<file path="src/rtl/bridge_uart_tx.sv">
// Memory-mapped 8N1 serial transmitter for the system bridge.
// A byte FIFO feeds a START/DATA/STOP serializer; a level IRQ flags an idle, drained transmitter.
module bridge_uart_tx #(
  parameter int unsigned FIFO_DEPTH = 8,
  parameter int unsigned DIV_RESET  = 16
) (
  input  logic        clk,
  input  logic        reset,
  input  logic [29:0] Addr,
  input  logic        WE,
  input  logic [31:0] Din,
  output logic [31:0] Dout,
  output logic        IRQ,
  output logic        tx
);

  localparam int unsigned PW = $clog2(FIFO_DEPTH);
  localparam int unsigned CW = PW + 1;

  typedef enum logic [1:0] {S_IDLE, S_START, S_DATA, S_STOP} state_t;

  logic [7:0]    mem [FIFO_DEPTH];
  logic [PW-1:0] wr_ptr;
  logic [PW-1:0] rd_ptr;
  logic [CW-1:0] count;
  logic          overflow;
  logic          en;
  logic          ie;
  logic [15:0]   divisor;

  state_t        state_q;
  state_t        state_d;
  logic [15:0]   cnt_q;
  logic [15:0]   cnt_d;
  logic [2:0]    idx_q;
  logic [2:0]    idx_d;
  logic [7:0]    shift_q;
  logic [7:0]    shift_d;
  logic          tx_q;
  logic          tx_d;
  logic          irq_q;

  logic [1:0]    sel;
  logic          wr_data;
  logic          wr_stat;
  logic          wr_ctrl;
  logic          wr_div;
  logic          empty;
  logic          full;
  logic          busy;
  logic          pop;
  logic          push_ok;
  logic [15:0]   div_eff;
  logic [15:0]   reload;
  logic          unused_bits;

  assign sel     = Addr[1:0];
  assign wr_data = WE && (sel == 2'd0);
  assign wr_stat = WE && (sel == 2'd1);
  assign wr_ctrl = WE && (sel == 2'd2);
  assign wr_div  = WE && (sel == 2'd3);

  assign empty   = (count == '0);
  assign full    = (count == CW'(FIFO_DEPTH));
  assign busy    = (state_q != S_IDLE);
  // A full FIFO still takes a byte when a pop frees a slot on the same edge.
  assign push_ok = wr_data && (!full || pop);

  assign div_eff = (divisor == '0) ? 16'd1 : divisor;
  assign reload  = div_eff - 16'd1;

  assign unused_bits = ^{Addr[29:2], Din[31:16]};

  always_ff @(posedge clk) begin
    if (push_ok) begin
      mem[wr_ptr] <= Din[7:0];
    end
  end

  always_ff @(posedge clk or negedge reset) begin
    if (!reset) begin
      wr_ptr   <= '0;
      rd_ptr   <= '0;
      count    <= '0;
      overflow <= 1'b0;
    end else begin
      if (push_ok) begin
        wr_ptr <= wr_ptr + PW'(1);
      end
      if (pop) begin
        rd_ptr <= rd_ptr + PW'(1);
      end
      case ({push_ok, pop})
        2'b10:   count <= count + CW'(1);
        2'b01:   count <= count - CW'(1);
        default: count <= count;
      endcase
      if (wr_data && !push_ok) begin
        overflow <= 1'b1;
      end else if (wr_stat) begin
        overflow <= 1'b0;
      end
    end
  end

  always_ff @(posedge clk or negedge reset) begin
    if (!reset) begin
      en      <= 1'b0;
      ie      <= 1'b0;
      divisor <= 16'(DIV_RESET);
    end else begin
      if (wr_ctrl) begin
        en <= Din[0];
        ie <= Din[1];
      end
      if (wr_div) begin
        divisor <= Din[15:0];
      end
    end
  end

  always_ff @(posedge clk or negedge reset) begin
    if (!reset) begin
      state_q <= S_IDLE;
      cnt_q   <= '0;
      idx_q   <= '0;
      shift_q <= '0;
      tx_q    <= 1'b1;
      irq_q   <= 1'b0;
    end else begin
      state_q <= state_d;
      cnt_q   <= cnt_d;
      idx_q   <= idx_d;
      shift_q <= shift_d;
      tx_q    <= tx_d;
      irq_q   <= ie && empty && (state_q == S_IDLE);
    end
  end

  always_comb begin
    state_d = state_q;
    cnt_d   = cnt_q;
    idx_d   = idx_q;
    shift_d = shift_q;
    pop     = 1'b0;
    case (state_q)
      S_IDLE: begin
        if (en && !empty) begin
          pop     = 1'b1;
          shift_d = mem[rd_ptr];
          cnt_d   = reload;
          state_d = S_START;
        end
      end
      S_START: begin
        if (cnt_q == '0) begin
          cnt_d   = reload;
          idx_d   = '0;
          state_d = S_DATA;
        end else begin
          cnt_d = cnt_q - 16'd1;
        end
      end
      S_DATA: begin
        if (cnt_q == '0) begin
          cnt_d   = reload;
          shift_d = {1'b0, shift_q[7:1]};
          if (idx_q == 3'd7) begin
            state_d = S_STOP;
          end else begin
            idx_d = idx_q + 3'd1;
          end
        end else begin
          cnt_d = cnt_q - 16'd1;
        end
      end
      S_STOP: begin
        if (cnt_q == '0) begin
          // Chain straight into the next frame so there is no idle bit between frames.
          if (en && !empty) begin
            pop     = 1'b1;
            shift_d = mem[rd_ptr];
            cnt_d   = reload;
            state_d = S_START;
          end else begin
            state_d = S_IDLE;
          end
        end else begin
          cnt_d = cnt_q - 16'd1;
        end
      end
      default: state_d = S_IDLE;
    endcase
  end

  // Line level is registered from the next state so tx stays glitch-free.
  always_comb begin
    tx_d = 1'b1;
    case (state_d)
      S_START: tx_d = 1'b0;
      S_DATA:  tx_d = shift_d[0];
      default: tx_d = 1'b1;
    endcase
  end

  always_comb begin
    Dout = '0;
    case (sel)
      2'd1: begin
        Dout[0]    = busy;
        Dout[1]    = empty;
        Dout[2]    = full;
        Dout[3]    = overflow;
        Dout[15:8] = 8'(count);
      end
      2'd2:    Dout[1:0]  = {ie, en};
      2'd3:    Dout[15:0] = divisor;
      default: Dout = '0;
    endcase
  end

  assign tx  = tx_q;
  assign IRQ = irq_q;

endmodule

</file>
<file path="config.mk">
export PLATFORM = sky130hd
export DESIGN_NAME = bridge_uart_tx
export DESIGN_NICKNAME = d
export VERILOG_FILES = /design/src/rtl/bridge_uart_tx.sv
export SDC_FILE = /design/constraint.sdc
export NUM_CORES = 1
export LEC_CHECK = 0
export BUFFER_PORTS_ARGS = -buffer_cell sky130_fd_sc_hd__buf_2
export CAP_MARGIN = 20
export CORE_ASPECT_RATIO = 0.8
export CORE_UTILIZATION = 50
export DETAILED_ROUTE_END_ITERATION = 8
export GPL_ROUTABILITY_DRIVEN = 1
export PLACE_DENSITY = 0.82
export RECOVER_POWER = 25
export SKIP_CTS_REPAIR_TIMING = 1
export SLEW_MARGIN = 20
export SYNTH_ARGS = -nofsm -noshare
export SYNTH_HDL_FRONTEND = slang
export SYNTH_SLANG_ARGS = --single-unit
export TNS_END_PERCENT = 5
</file>
<file path="constraint.sdc">
create_clock -name clk -period 4.4 [get_ports clk]
set_input_delay 0 -clock clk [delete_from_list [all_inputs] [get_ports clk]]
set_output_delay 0 -clock clk [all_outputs]
set_load 0.005 [all_outputs]
</file>
### Yosys cells after proc, flatten, opt, wreduce, memory -nomap -nowiden

Memory sizes are Yosys's and may differ from the RTL's.
Index checks and enable logic that the tools add are counted.

| word-level totals | value |
|---|---|
| register bits after elaboration | 60 |
| bits in writable memories | 64 |
| memories | 1 |
| output and inout bits | 34 |

Memory list:

| memory | depth | bits a word | rd ports | clocked after Yosys merged registers in | wr ports | RTL line | RTL |
|---|---|---|---|---|---|---|---|
| mem | 8 | 8 | 1 | 0 | 1 | 22 | `logic [7:0] mem [FIFO_DEPTH];` |

| operators by class | value |
|---|---|
| equal/unequal tests | 16 |
| reductions and logical operators | 26 |
| add/sub/neg operators | 7 |
| muxes and demuxes | 33 |

Operator list:

| cell | count |
|---|---|
| 16-bit 2-to-1 mux | 4 |
| 16-bit one-hot mux with 3 select lines | 1 |
| 16-bit logical NOT | 2 |
| 16-bit by 1-bit subtractor with 16-bit output, second input constant | 2 |
| 8-bit 2-to-1 mux | 3 |
| 8-bit one-hot mux with 3 select lines | 1 |
| 8-bit one-hot mux with 2 select lines | 1 |
| 2-bit equality test, second input constant | 6 |
| 2-bit 2-to-1 mux | 5 |
| 3-bit by 1-bit adder with 3-bit output, second input constant | 3 |
| 1-bit logical AND | 9 |
| 3-bit 2-to-1 mux | 3 |
| 2-bit by 1-bit equality test with 1-bit output, second input constant | 4 |
| 2-bit inequality test, second input constant | 4 |
| 2-bit one-hot mux with 4 select lines | 1 |
| 4-bit one-hot mux with 2 select lines | 1 |
| 2-bit nonzero test | 4 |
| 1-bit 2-to-1 mux | 7 |
| 2-bit one-hot mux with 3 select lines | 1 |
| 3-bit one-hot mux with 2 select lines | 1 |
| 4-bit by 1-bit adder with 4-bit output, second input constant | 1 |
| 4-bit equality test, second input constant | 1 |
| 2-bit logical NOT | 2 |
| 4-bit logical NOT | 1 |
| other kinds (11) | 14 |

### Longest topological paths before layout

| depth | value |
|---|---|
| word-level depth | 11 |
| mapped depth | 12 |

### Least setup slack after synthesis

No wires, ideal clock.

| timing | value |
|---|---|
| path kind | register to register |
| start point | register cnt_q[0] |
| end point | memory mem[0][0], enable pin |
| setup slack | 1515 ps |
| library setup time | 383 ps |
| required time | 4017 ps |
| clock period less this slack | 2885 ps |
| arrival | 2501 ps |
| buffers on the path | 1 |
| stages on the path, launching flop included | 10 |
| cells stage by stage | dfrtp_1 -> inv_1 -> ha_1 -> nor4b_2 -> and4_1 -> buf_4 -> a21o_1 -> a21oi_1 -> or3_1 -> nor3_1 |

| on the way | value |
|---|---|
| word-level cells in the longest chain between the ends | 7 |

Ends and longest elaborated chain:

| element | RTL line | RTL |
|---|---|---|
| start, declared | 33 | `logic [15:0] cnt_q;` |
| start signal, assigned | 132 | `cnt_q <= cnt_d;` |
| 16-bit logical NOT | 178 | `if (cnt_q == '0) begin` |
| 1-bit 2-to-1 mux | 178 |  |
| 1-bit one-hot mux with 2 select lines | 146 | `case (state_q)` |
| 1-bit logical OR | 67 | `assign push_ok = wr_data && (!full \|\| pop);` |
| 1-bit logical AND | 67 |  |
| 1-bit 2-to-1 mux | 75 | `if (push_ok) begin` |
| 1-bit 2-to-1 mux (implied by the code) | 76 | `mem[wr_ptr] <= Din[7:0];` |
| end, declared | 22 |  |

Every way passes these cells.

### Final worst setup path

| timing | value |
|---|---|
| start point | register cnt_q[0] |
| end point | memory mem[2][2], enable pin |

The elaborated chain is that of the path after synthesis.

==> flow_summary.json <==
{
  "port-buffer-count": 38,
  "cts_made_buffers": 17,
  "timing.critical_path.arrival_ns": 3.43,
  "synth_seq_area_share_pct": 50.51,
  "vdd_ir_drop_max_mv": 0.3999,
  "synth_edf_count": 64,
  "synth.ff_latch_count": 124,
  "utilization_pct": 59.21,
  "clockBufferDepth": 2,
  "fillers": 972,
  "max_slew_margin_pct": 40.13,
  "die_w_um": 132.2,
  "failed_checks": "hold timing",
  "achievable_freq_mhz": 303.0,
  "postSynth.topFlopCell": "edfxtp_1",
  "path_clk_slew_ns": 0.06,
  "grt_overflow_total": 0,
  "dr.first_iter.drc_count": 461,
  "finalHoldWorstSlack_ns": -0.007544,
  "final_clock_period_utilization_by_the_worst_path_pct": 75.00,
  "nNetsFinal": 730,
  "criticalPathCategory": "register to register",
  "cts_tree": "done",
  "clk_latency_ns": 0.42,
  "worstSetupEndpointType": "register",
  "clock_tree.root_cell": "clkbuf_16",
  "antenna_found_initial": 0,
  "drc": 0,
  "setup_ws_ns": 1.100,
  "post-dp-hpwl_um": 10890,
  "syn_inst": 600,
  "maxSlewViolCount": 0,
  "rrSetupSlack_ns": 1.10,
  "die_span_in_y_um": 106.2,
  "vias_per_cell": 6.316,
  "post-synth-top-area-cell": "edfxtp_1",
  "placement.cell_area_mm2": 0.006984,
  "timing.max_cap.violations": 0,
  "routed_wl_um": 17000,
  "synth_top_area_share_pct": 28.33,
  "run_status": "finished, violations left",
  "rsz0062_at_grt": "false",
  "drive_gt1_share_pct": 17.50,
  "min-delay-start": "Addr[0]",
  "yosys-top-cells-count": "edfxtp_1 (64), dfrtp_1 (58), nor2_1 (45)",
  "layout.cell_area.non_filler_mm2": 0.007730,
  "mean_cell_area_of_the_mapped_netlist_um2": 11.30,
  "asyncSetResetFlopFracSynth_pct": 48.39,
  "total_power_mw": 4.993,
  "core_mm2": 0.01306,
  "reg2regPathDepth": 10,
  "crit_start": "cnt_q[0]$_DFF_PN0_",
  "drtAntennaViolNets": 0,
  "setup.worst_path.end": "mem[2][2]$_DFFE_PP_",
  "gp_routability_congestion": 0.9221,
  "hold_path_class": "input pin to register",
  "static-leakage-power_nw": 3.057,
  "netlist-cell-type-count": 66,
  "n_antenna_cell": 0,
  "cp_data_required_time_ns": 4.53,
  "final_setup_fails": 0,
  "die_footprint_mm2": 0.01404,
  "post_synth_instance_area_mm2": 0.006783,
  "power_density_mw_per_mm2": 645.9,
  "clock_tree.htree_level_count": 4,
  "fin_tns_setup_ns": 0,
  "initial_utilization_pct": 51.96,
  "place_inst": 788,
  "finalClockSkew_ns": 0.006495,
  "worstPathMaxFanout": 18,
  "synthMostInstantiatedCell": "edfxtp_1",
  "worstReg2RegStart": "cnt_q[0]$_DFF_PN0_",
  "worstReg2RegEnd": "mem[2][2]$_DFFE_PP_",
  "via_count": 5293,
  "post_drt_wl_per_cell_um": 20.29,
  "syn_to_final_growth_pct": 13.96,
  "row_count": 37,
  "synth_area_leaders": "edfxtp_1 (28%), dfrtp_1 (21%), mux4_2 (5.0%), mux2_2 (3.3%), mux2i_1 (3.0%)",
  "floorplan.io_pins": 99,
  "dp_worst_setup_slack_ns": 1.145,
  "timing.final.crit_period_ns": 3.300,
  "synth-warning-count": 0,
  "finalHoldViolations": 1,
  "wire_length_of_the_first_global_routing_pass_um": 26940,
  "via_count_of_the_first_global_routing_pass": 5027,
  "numClockSinks": 124,
  "global_route.usage.total_pct": 25.16,
  "grt_start_max_net_pins": 61,
  "worst_setup_start_kind": "register",
  "timing_worst_slew_pin_value_ns": 0.8947,
  "final-instance-count-excl-fill": 838,
  "pre_repair_dr_iteration_count": 5
}
==> sequential cells by signal (all words and copies together) (netlist names) <==
name      cells
IRQ           1
en            1
tx            1
cnt_q        16
wr_ptr        3
ie            1
shift_q       8
idx_q         3
overflow      1
divisor      16
rd_ptr        3
state_q       2
count         4
mem          64
==> routing by layer <==
layer / track usage, % / vias up / share of wire (%)
li1: - / 2327 / -
met1: 32.38 / 2601 / 40
met2: 41.65 / 332 / 49
met3: 6.533 / 33 / 8.9
met4: 8.292 / 0 / 1.8
met5: 0 / - / 0
==> worst min-delay path by stage <==
stage / to / cells after the start
detailed placement: cnt_q[10]$_DFF_PN0_ / 2
finish: overflow$_DFFE_PN0P_ / 2
CTS: IRQ$_DFF_PN0_ / 2
global route: overflow$_DFFE_PN0P_ / 2
global placement: cnt_q[14]$_DFF_PN0_ / 2
floorplan: IRQ$_DFF_PN0_ / 0
==> placed cells by master (no fill, tap or decap), drive strengths merged, types with 7 or more instances in the layout <==
cell type	n
edfxtp	64
buf	39
dfrtp	58
conb	16
nor2b	11
dlygate4sd3	18
a22oi	9
nand3	11
o21ai	37
nor3	15
xor2	11
and3	14
xnor2	10
mux2	20
o22ai	8
a21oi	34
clkbuf	25
a31oi	7
mux4	15
inv	15
nor4	7
mux2i	20
clkinv	8
nor2	45
nand2	41
ha	14
==> report_power, final <==
| part | internal [mW] | switching [mW] |
|---|---|---|
| combinational | 0.783 | 1.01 |
| sequential | 1.45 | 0.381 |
| clock | 0.830 | 0.536 |
==> final cells by class <==
class                   instances  area [um2]  area share, %
multi-input cells             429        3033          39.24
repair buffers                 65       427.9          5.536
clock inverters                15       148.9          1.926
flip-flops and latches        124        3427          44.33
well taps                     175       219.0          2.833
clock buffers                  17       425.4          5.503
inverters                      13       48.80         0.6313
==> worst max-delay path: stages (launching register included) <==
cell     delay (ns)
dfrtp_1        0.41
inv_1          0.14
ha_1           0.16
nor4b_2        0.36
and4_1         0.26
buf_4          0.24
a21o_1         0.25
a21oi_1        0.15
or3_1          0.41
nor2_1         0.37
buf_4          0.25
==> logic make-up after synthesis <==
kind of cell               share of synthesized area, %
and+or+nand+nor                                   13.34
AOI/OAI and AO/OA                                 13.65
DFF                                               50.51
buffers and inverters                             5.608
muxes                                             11.25
xor gates and xnor gates                          2.712
adders and majority gates                         2.878
other                                           0.05529
Note: power is estimated with default switching activity, not from simulation.
